$ cat src/rtl/clk_meas_pkg.sv
// Shared types and constants for the clock period meter.
package clk_meas_pkg;

    localparam int unsigned CNT_W = 32;

    localparam logic [CNT_W-1:0] TIMEOUT_CNT_DEFAULT = 32'd200_000_000;

    typedef enum logic {
        ST_IDLE,
        ST_MEASURE
    } state_e;

endpackage

$ cat src/rtl/sync_edge_detect.sv
// Multi-flop synchronizer for an asynchronous input plus rise/fall detection
// against a one-cycle delayed copy of the synchronized value.
module sync_edge_detect #(
    parameter int unsigned SYNC_STAGES = 2
) (
    input  logic in_clk,
    input  logic async_nreset,
    input  logic sig_i,
    output logic rise_o,
    output logic fall_o
);

    logic [SYNC_STAGES-1:0] sync_q;
    logic                   s_d_q;
    logic                   s;

    assign s = sync_q[SYNC_STAGES-1];

    always_ff @(posedge in_clk or negedge async_nreset) begin
        if (!async_nreset) begin
            sync_q <= '0;
            s_d_q  <= 1'b0;
        end else begin
            sync_q <= {sync_q[SYNC_STAGES-2:0], sig_i};
            s_d_q  <= s;
        end
    end

    // No debounce: a single synchronized sample is a full edge.
    assign rise_o = s & ~s_d_q;
    assign fall_o = ~s & s_d_q;

endmodule

$ cat src/rtl/clock_period_meter.sv
// Measures period and high time of a slow asynchronous square wave in in_clk
// cycles, strobing each result, and flags a stalled input with a timeout.
module clock_period_meter
    import clk_meas_pkg::*;
#(
    parameter int unsigned      SYNC_STAGES = 2,
    parameter logic [CNT_W-1:0] TIMEOUT_CNT = TIMEOUT_CNT_DEFAULT
) (
    input  logic             in_clk,
    input  logic             async_nreset,
    input  logic             sig_in,
    output logic [CNT_W-1:0] meas_period,
    output logic [CNT_W-1:0] meas_high,
    output logic             meas_valid,
    output logic             timeout
);

    logic rise;
    logic fall;

    state_e           state_q, state_d;
    logic [CNT_W-1:0] cnt_q, cnt_d;
    logic [CNT_W-1:0] high_cnt_q, high_cnt_d;
    logic [CNT_W-1:0] meas_period_q, meas_period_d;
    logic [CNT_W-1:0] meas_high_q, meas_high_d;
    logic             meas_valid_q, meas_valid_d;
    logic             timeout_q, timeout_d;

    sync_edge_detect #(
        .SYNC_STAGES (SYNC_STAGES)
    ) u_sync_edge_detect (
        .in_clk       (in_clk),
        .async_nreset (async_nreset),
        .sig_i        (sig_in),
        .rise_o       (rise),
        .fall_o       (fall)
    );

    always_comb begin
        state_d       = state_q;
        cnt_d         = cnt_q;
        high_cnt_d    = high_cnt_q;
        meas_period_d = meas_period_q;
        meas_high_d   = meas_high_q;
        meas_valid_d  = 1'b0;
        timeout_d     = timeout_q;

        unique case (state_q)
            ST_IDLE: begin
                cnt_d = '0;
                // First edge only opens the window; there is nothing to report yet.
                if (rise) begin
                    state_d   = ST_MEASURE;
                    cnt_d     = CNT_W'(1);
                    timeout_d = 1'b0;
                end
            end
            ST_MEASURE: begin
                cnt_d = cnt_q + CNT_W'(1);
                if (fall) begin
                    high_cnt_d = cnt_q;
                end
                // A rise on the timeout cycle still counts as a valid period.
                if (rise) begin
                    cnt_d         = CNT_W'(1);
                    meas_period_d = cnt_q;
                    meas_high_d   = high_cnt_q;
                    meas_valid_d  = 1'b1;
                end else if (cnt_q == TIMEOUT_CNT) begin
                    state_d       = ST_IDLE;
                    cnt_d         = '0;
                    meas_period_d = '0;
                    meas_high_d   = '0;
                    timeout_d     = 1'b1;
                end
            end
        endcase
    end

    always_ff @(posedge in_clk or negedge async_nreset) begin
        if (!async_nreset) begin
            state_q       <= ST_IDLE;
            cnt_q         <= '0;
            high_cnt_q    <= '0;
            meas_period_q <= '0;
            meas_high_q   <= '0;
            meas_valid_q  <= 1'b0;
            timeout_q     <= 1'b0;
        end else begin
            state_q       <= state_d;
            cnt_q         <= cnt_d;
            high_cnt_q    <= high_cnt_d;
            meas_period_q <= meas_period_d;
            meas_high_q   <= meas_high_d;
            meas_valid_q  <= meas_valid_d;
            timeout_q     <= timeout_d;
        end
    end

    assign meas_period = meas_period_q;
    assign meas_high   = meas_high_q;
    assign meas_valid  = meas_valid_q;
    assign timeout     = timeout_q;

endmodule

$ cat config.mk
export PLATFORM = sky130hd
export DESIGN_NAME = clock_period_meter
export DESIGN_NICKNAME = d
export VERILOG_FILES = /design/src/rtl/clk_meas_pkg.sv /design/src/rtl/sync_edge_detect.sv /design/src/rtl/clock_period_meter.sv
export SDC_FILE = /design/constraint.sdc
export NUM_CORES = 1
export LEC_CHECK = 0
export ABC_AREA = 1
export CAP_MARGIN = 20
export CELL_PAD_IN_SITES_DETAIL_PLACEMENT = 1
export CELL_PAD_IN_SITES_GLOBAL_PLACEMENT = 1
export CORE_MARGIN = 5
export CORE_UTILIZATION = 38
export DETAILED_ROUTE_END_ITERATION = 7
export HOLD_SLACK_MARGIN = 0.08
export PLACE_DENSITY_LB_ADDON = 0.1
export SYNTH_ARGS = -nofsm -noshare
export SYNTH_HDL_FRONTEND = slang
export SYNTH_SLANG_ARGS = --single-unit
$ cat constraint.sdc
create_clock -name in_clk -period 1.65 [get_ports in_clk]
set_clock_uncertainty 0.15 [all_clocks]
set_input_delay 0.165 -clock in_clk [delete_from_list [all_inputs] [get_ports in_clk]]
set_output_delay 0.165 -clock in_clk [all_outputs]
set_load 0.05 [all_outputs]
* After elaboration in Yosys (flattened, before gate mapping)
Index checks and enable logic that the tools add are counted.
** Cells by class
- Add/subtract/negate cells :: 1
- Equal/unequal tests :: 4
- Mux-type cells :: 16
- Bitwise logic cells :: 5
- Reduce and logical (&&, ||, !) cells :: 4
** Operator list (count)
- $mux W32 :: 5
- $pmux W32 S2 :: 1
- $add A32 B1 Y32 const B :: 1
- $eq A32 B28 Y1 const B :: 1
- $mux W1 :: 8
- $ne A2 B2 Y1 const B :: 2
- $pmux W1 S2 :: 2
- $reduce_and A2 Y1 :: 2
- $not A1 Y1 :: 3
- $reduce_and A3 Y1 :: 1
- $and A1 B1 Y1 :: 2
- $ne A2 B1 Y1 const B :: 1
- $reduce_bool A2 Y1 :: 1
** Word-level totals
- Register bits :: 134
- Input bits :: 3
- Output and inout port bits :: 66

* Depth between registers and ports, before layout
Gate-level depths: netlist (run 1).
- Depth after elaboration :: 4
- Gate-level depth with buffers :: 11
- Gate-level depth less buffers :: 11

* By module
Synthesis (run 1) repeated with hierarchy kept, for this count alone.
** Unflattened totals
- Cells, all modules :: 686
- Area total of the unflattened synthesis :: 5754.3 µm²
** By module, submodules not included
- clock_period_meter :: instances 1, cells each 679, area an instance 5664.2 µm², sequential area each 3278.1 µm²
- sync_edge_detect :: instances 1, cells each 7, area an instance 90.1 µm², sequential area each 75.1 µm²

* Worst setup path after synthesis (run 1)
OpenSTA, ideal clock, no wires.
- Path type :: register to register
- Start :: reg cnt_q[0]
- End :: reg meas_high_q[12] (netlist: meas_high[12])
- Arrival time :: 1.474 ns
- Required time :: 1.381 ns
- Setup slack :: -0.093 ns
- Cell stages (with the launch flop) :: 12
- Path buffers :: 1
- Cell sequence :: dfrtp_1 inv_1 ha_1 nor3b_1 nand2_1 nor2_2 nand2_4 nand2_4 nand2_4 buf_6 nand2_2 nand2_1
** On the way
- Cells in the longest elaborated chain, start to end :: 3
** Ends and longest elaborated chain
- start, declared :: RTL line clock_period_meter.sv:22 : logic [CNT_W-1:0] cnt_q, cnt_d;
- start signal, assigned :: RTL line clock_period_meter.sv:91 : cnt_q <= cnt_d;
- $eq A32 B28 Y1 :: RTL line clock_period_meter.sv:69 : end else if (cnt_q == TIMEOUT_CNT) begin
- $reduce_bool A2 Y1 (no source line)
- $reduce_and A2 Y1 (no source line)
- end signal, assigned :: RTL line clock_period_meter.sv:94 : meas_high_q <= meas_high_d;
- end, declared :: RTL line clock_period_meter.sv:25 : logic [CNT_W-1:0] meas_high_q, meas_high_d;
No other way between the ends.
A chain may end at the register's enable or synchronous reset.

* Worst setup path after layout (run 1)
- Start :: reg cnt_q[1]
- End :: reg cnt_q[14]
** On the way
- Cells in the longest elaborated chain, start to end :: 4
- Elaborated cells on any way between the ends :: 5
- Classes of those cells :: add/sub (1); eq/ne (1); mux (3)
** Ends and longest elaborated chain
- $add A32 B1 Y32 or $eq A32 B28 Y1 (tied branches) :: RTL line clock_period_meter.sv:59, clock_period_meter.sv:69
- $mux W32 * :: RTL line clock_period_meter.sv:69
- $mux W32 * :: RTL line clock_period_meter.sv:64 : if (rise) begin
- $pmux W32 S2 * :: RTL line clock_period_meter.sv:48 : unique case (state_q)
- named net cnt_d[14] :: RTL line clock_period_meter.sv:22
Mark *: on every way through the listed nets, which the timed path passes. The rest lies on a longest branch.

==> results of run 1 <==
## how the worst min path moves through the flow
stage / from / endpoint / slack, ns / cells past startpoint
finish: async_nreset / meas_high[10] / 0.17 / 3
global route: async_nreset / meas_high[2] / 0.23 / 3
CTS: async_nreset / meas_high[10] / 0.17 / 3
detailed placement: async_nreset / meas_high[9] / -0.18 / 1
global placement: async_nreset / meas_high[9] / -0.19 / 1
floorplan: async_nreset / cnt_q[0] / -0.28 / 0
## state kept, by name (all words and copies together) (netlist names)
signal                     cells
meas_valid                     1
meas_period                   32
state_q                        1
cnt_q                         32
u_sync_edge_detect.s_d_q       1
high_cnt_q                    32
u_sync_edge_detect.sync_q      2
meas_high                     32
timeout                        1
## layer usage
metal	share of wire	global-route usage	vias up
met5	0	0	-
met1	0.43	0.296	2807
met4	0.033	0.0873	0
met2	0.50	0.371	163
met3	0.040	0.0384	53
li1	-	-	2588
## worst max-delay path, cell delays in order, from the launching register on
cell,delay (ns)
dfrtp_1,0.37
buf_4,0.13
buf_4,0.11
ha_4,0.13
nand2_2,0.08
nor2_4,0.13
nand3_2,0.12
nor2_4,0.22
buf_4,0.16
buf_6,0.08
nor2_1,0.04
nor3_2,0.15
## power groups by stage
stage	Combinational, uW	Sequential (uW)	Clock [uW]
floorplan	379	3840	0
global placement	1090	3610	0
detailed placement	1120	3620	0
CTS	1300	3560	4160
global route	1550	3610	4320
finish	1460	3590	4090
## stage by stage
step	cells	total power [uW]	setup WS (ns)	hold slack (ns)	TNS, ns
2_1_floorplan	724	4220	-0.0583	-0.281	-3.07
3_3_place_gp	1078	4700	-0.161	-0.187	-8.87
3_5_place_dp	1078	4740	-0.254	-0.184	-20.46
4_1_cts	1123	9030	-0.212	0.168	-16.00
5_1_grt	1132	9480	-0.359	0.225	-29.94
6_report	1132	9140	-0.287	0.168	-21.95
## cells by family after synthesis
| logic type | Yosys count | share of synthesized area |
|---|---|---|
| xor gates and xnor gates | 11 | 0.0162 |
| AOI/OAI and AO/OA | 38 | 0.0320 |
| adders and majority gates | 2 | 0.00422 |
| DFF | 134 | 0.565 |
| muxes | 2 | 0.00379 |
| buffers and inverters | 76 | 0.0607 |
| and+or+nand+nor | 461 | 0.318 |
## placed cells by master (no fill, tap or decap), types with 5 or more instances in the layout
master / Yosys / routed
nand4_1: 5 / 5
o21ai_0: 34 / 33
buf_4: 2 / 165
nor2_1: 90 / 54
xor2_2: 0 / 5
nor2_4: 1 / 30
nand2_4: 3 / 12
xor2_1: 11 / 6
nand3_1: 22 / 18
inv_1: 49 / 45
dfrtp_1: 134 / 132
nand2_2: 10 / 37
buf_6: 7 / 9
clkbuf_16: 0 / 18
nor2_2: 5 / 12
nand2_1: 307 / 270
buf_12: 0 / 8
nor3_2: 1 / 7
## final cells by class
| class | count | area (um2) |
|---|---|---|
| fillers | 1733 | 6340 |
| flip-flops and latches | 134 | 3360 |
| multi-input cells | 514 | 2790 |
| repair buffers | 192 | 1690 |
| clock buffers | 19 | 443 |
| well taps | 211 | 264 |
| clock inverters | 13 | 195 |
| inverters | 49 | 184 |
## what timing repair did
item,in CTS,in global routing
gates resized for setup,48,113
pin swaps,9,26
cloned,3,1
hold buffers,3,0
setup buffers,7,10
hold endpoints to repair,135,0
endpoints found under the setup margin,96,98
==> metrics.txt, run 1 <==
initial antenna violation count 0; Post-DP Area 0.00743 mm2; Switching Share 0.278; Peak VDD IR 0.000648 V; Setup Crit Path Kind reg -> reg; Seq cells post-synth 134; CP Capture Type flop; status finished, violations left; Routed Antenna Nets 0; aggregate global-route resource usage 0.225; clock transition at the registers of the reported paths 0.06 ns; Hold Crit Class in -> async; Core Util, Final 0.584; Power Density 1020 mW/mm2; grt total ovfl 0; # rows 45; Syn Std Cell Area 0.00593 mm2; vias in the first global route 6007; Yosys cell types 26; Max-Cap Viols 0; full die area 0.0182 mm2; Commonest cells post-synth nand2_1, dfrtp_1, nor2_1, inv_1, o21ai_0; Primary FF master, synth dfrtp_1; RSZ-0062 raised after global routing true; minimum clock period 1.94 ns; drt drc 0; most instantiated library cell after synthesis nand2_1; Synth Area per Inst 8.20 um2; Max Fanout on Critical Path 6; I/O pins 69; worst setup path startpoint cnt_q[1]; DIE HEIGHT 135 um; number of port buffers 68; mean routed wirelength per cell 18.6 um; post-route cell area 0.00892 mm2; TritonCTS Buffers 17; Die W 135 um; CP endpoint cnt_q[14]; R2R depth 11; Pint 6600 uW; Worst EP required 1.85 ns; Post-Route WL 21000 um; first-pass GRT wire length 32000 um; 1st-iter DRT viols 362; Lkg Pwr 0.00444 uW; final setup vio count 96; reg-to-reg endpoint cnt_q[14]; DR pass1 iterations 5; DP HPWL 13000 um; routed vias 5611; largest net degree at the start of global routing 108; period utilisation layout 1.17; Pins Over Slew Limit 0; sequential area share after synthesis 0.565; CTS tree done; GPL Wtd Cong 0.954; register-to-register setup slack -0.29 ns; Psw 2540 uW; Diodes inserted 0; layout cell share with drive strength beyond 1 0.375; failing checks setup timing; Worst-Skew Late Latency 0.43 ns; Area contributors post-synth dfrtp_1, nand2_1, nor2_1; Worst Setup Start Kind flop; Layout area overhead 50.3%; clock share of power 0.447; share of power burned in registers 0.393; Synth Instances 724; Initial Util 0.389; Synth area leader dfrtp_1; slew margin rel. 0.589; via/cell ratio 4.96; critical path arrival 2.14 ns; final net count 913; Yosys top cell area share 0.565; Comb pwr share 0.160; worst flop-to-flop path startpoint cnt_q[1]; clock sinks 134; final hold vios 0; Worst Slack Setup Final -0.287 ns; Root Buffer Master clkbuf_16; FMAX 516 MHz; Post-synth ARST share 1.00; Yosys warning total 0; CTS Buffer Depth 2; worst slew pin tran 0.616 ns; CORE AREA 0.0153 mm2; syn_nets 729; deepest level of the CTS H-tree 4; number of synthesized flops with an enable pin 0
(Power assumes the default switching activity.)
==> inputs of run 2 (changes only) <==
CTS_CLUSTER_SIZE = 25   (was unset)
==> results of run 2 <==
The final DEF is identical to that of run 1; final timing and power are the same.
==> inputs of run 3 (changes only) <==
CORE_MARGIN = 2   (was 5)
CORE_UTILIZATION = 34   (was 38)
==> metrics.txt, run 3 (synthesis gave the netlist of run 1 again) <==
Worst Slack Setup Final -0.166 ns; Worst EP required 1.80 ns; Routed Antenna Nets 0; Initial Util 0.345; Diodes inserted 0; status finished, violations left; worst flop-to-flop path startpoint cnt_q[7]; aggregate global-route resource usage 0.209; Peak VDD IR 0.000694 V; layout cell share with drive strength beyond 1 0.322; full die area 0.0185 mm2; Hold Crit Class in -> async; minimum clock period 1.82 ns; Core Util, Final 0.492; Design Power 8660 uW; filler instances 2058; GPL Wtd Cong 0.893; DP HPWL 13000 um; Root Buffer Master clkbuf_16; Lkg Pwr 0.00428 uW; deepest level of the CTS H-tree 4; grt total ovfl 0; Layout area overhead 42.4%; largest net degree at the start of global routing 83; drt drc 0; number of port buffers 68; Worst Setup Start Kind flop; CP Capture Type flop; Pins Over Slew Limit 0; CTS tree done; Die W 136 um; final setup vio count 92; Max Fanout on Critical Path 8; 1st-iter DRT viols 275; critical path arrival 1.97 ns; R2R depth 9; most frequent cells in the layout nand2_1, buf_4, dfrtp_1, nor2_1, inv_1; I/O pins 69; via/cell ratio 4.65; vias in the first global route 5518; combined area of the multi-input logic cells 0.00252 mm2; DR pass1 iterations 4; failing checks setup timing; Power Density 1030 mW/mm2; final net count 899; CORE AREA 0.0172 mm2; flip-flop and latch area 0.00336 mm2; worst-path cell chain nor2_1, and2_1, nand2_1, nor2_2, nand2_4, buf_6, nand3_4, buf_12, nor3_2; Setup Crit Path Kind reg -> reg; Buf/Inv on CP 2; DIE HEIGHT 136 um; mean routed wirelength per cell 16.2 um; instance count on the critical path 9; # rows 48; setup TNS -12.08 ns; RSZ-0062 raised after global routing true; clock sinks 134; Max-Cap Viols 0; CTS Buffer Depth 2; slowest cell on the critical path dfrtp_1; FMAX 551 MHz; register-to-register setup slack -0.17 ns; routed vias 5261; TritonCTS Buffers 17; final hold vios 0; first-pass GRT wire length 29300 um; commonest non-fill, non-tap cell in the layout nand2_1; CP delay by family, top simple AND/OR/NAND/NOR gates; Post-Route WL 18300 um; slew margin rel. 0.691; worst slew pin tran 0.463 ns; initial antenna violation count 0; clock transition at the registers of the reported paths 0.06 ns; period utilisation layout 1.10; crit-path max cell delay 0.41 ns; Worst-Skew Late Latency 0.42 ns; reg-to-reg endpoint cnt_q[16]
==> run 3: cell types whose count changed in the layout (fill, tap and decap cells not counted), sizes merged <==
cell,before,now
dlygate4sd3,3,2
inv,52,51
bufinv,4,2
clkinvlp,3,1
buf,187,175
clkbuf,20,22
clkinv,3,5
==> run 3: worst min-delay path, cell delays in order <==
cell	delay (ns)
dlygate4sd3_1	0.53
buf_4	0.14
buf_12	0.25
==> run 3: area by class of cell <==
class,count,share of cell area
inverters,49,0.0218
flip-flops and latches,134,0.397
clock buffers,22,0.0549
well taps,225,0.0333
clock inverters,10,0.0144
multi-input cells,514,0.299
repair buffers,178,0.180
==> run 3: how the worst max path moves through the flow <==
stage	from	endpoint	slack, ns
after floorplan	cnt_q[0]	meas_high[12]	-0.06
after global placement	cnt_q[0]	cnt_q[20]	-0.10
after detailed placement	cnt_q[1]	meas_period[30]	-0.19
after CTS	cnt_q[1]	cnt_q[26]	-0.14
after global routing	cnt_q[7]	meas_high[29]	-0.27
final	cnt_q[7]	cnt_q[16]	-0.17
==> run 3: what timing repair did <==
action                                 4_1_cts  5_1_grt
pin swaps                                    3       16
endpoints found under the hold margin      135        0
setup endpoints to repair                   96       98
setup buffers                                3        6
gates cloned                                 1        0
hold buffers                                 2        0
resized for setup                           36       53
==> run 3: where the power goes <==
group          internal, uW  switching (uW)  leakage (uW)
logic                   493             803       0.00216
registers              3440             129       0.00184
clock network          2320            1480      0.000285
==> run 3: stage by stage <==
| step | setup WS (ns) | cell area [um2] | hold WS, ns | std cells |
|---|---|---|---|---|
| final | -0.166 | 8450 | 0.122 | 1132 |
| after global routing | -0.268 | 8450 | 0.151 | 1132 |
| after global placement | -0.104 | 7450 | 0.0424 | 1088 |
| after detailed placement | -0.190 | 7450 | 0.0421 | 1088 |
| after CTS | -0.137 | 8220 | 0.143 | 1126 |
| after floorplan | -0.0583 | 5960 | -0.281 | 724 |
==> run 3: layer usage <==
layer | vias to the layer above | wire, um | track usage | part of all wire
li1 | 2561 | - | - | -
met2 | 72 | 8730 | 0.335 | 0.48
met5 | - | 0 | 0 | 0
met3 | 20 | 492 | 0.0343 | 0.027
met4 | 0 | 302 | 0.0741 | 0.016
met1 | 2608 | 8780 | 0.288 | 0.48
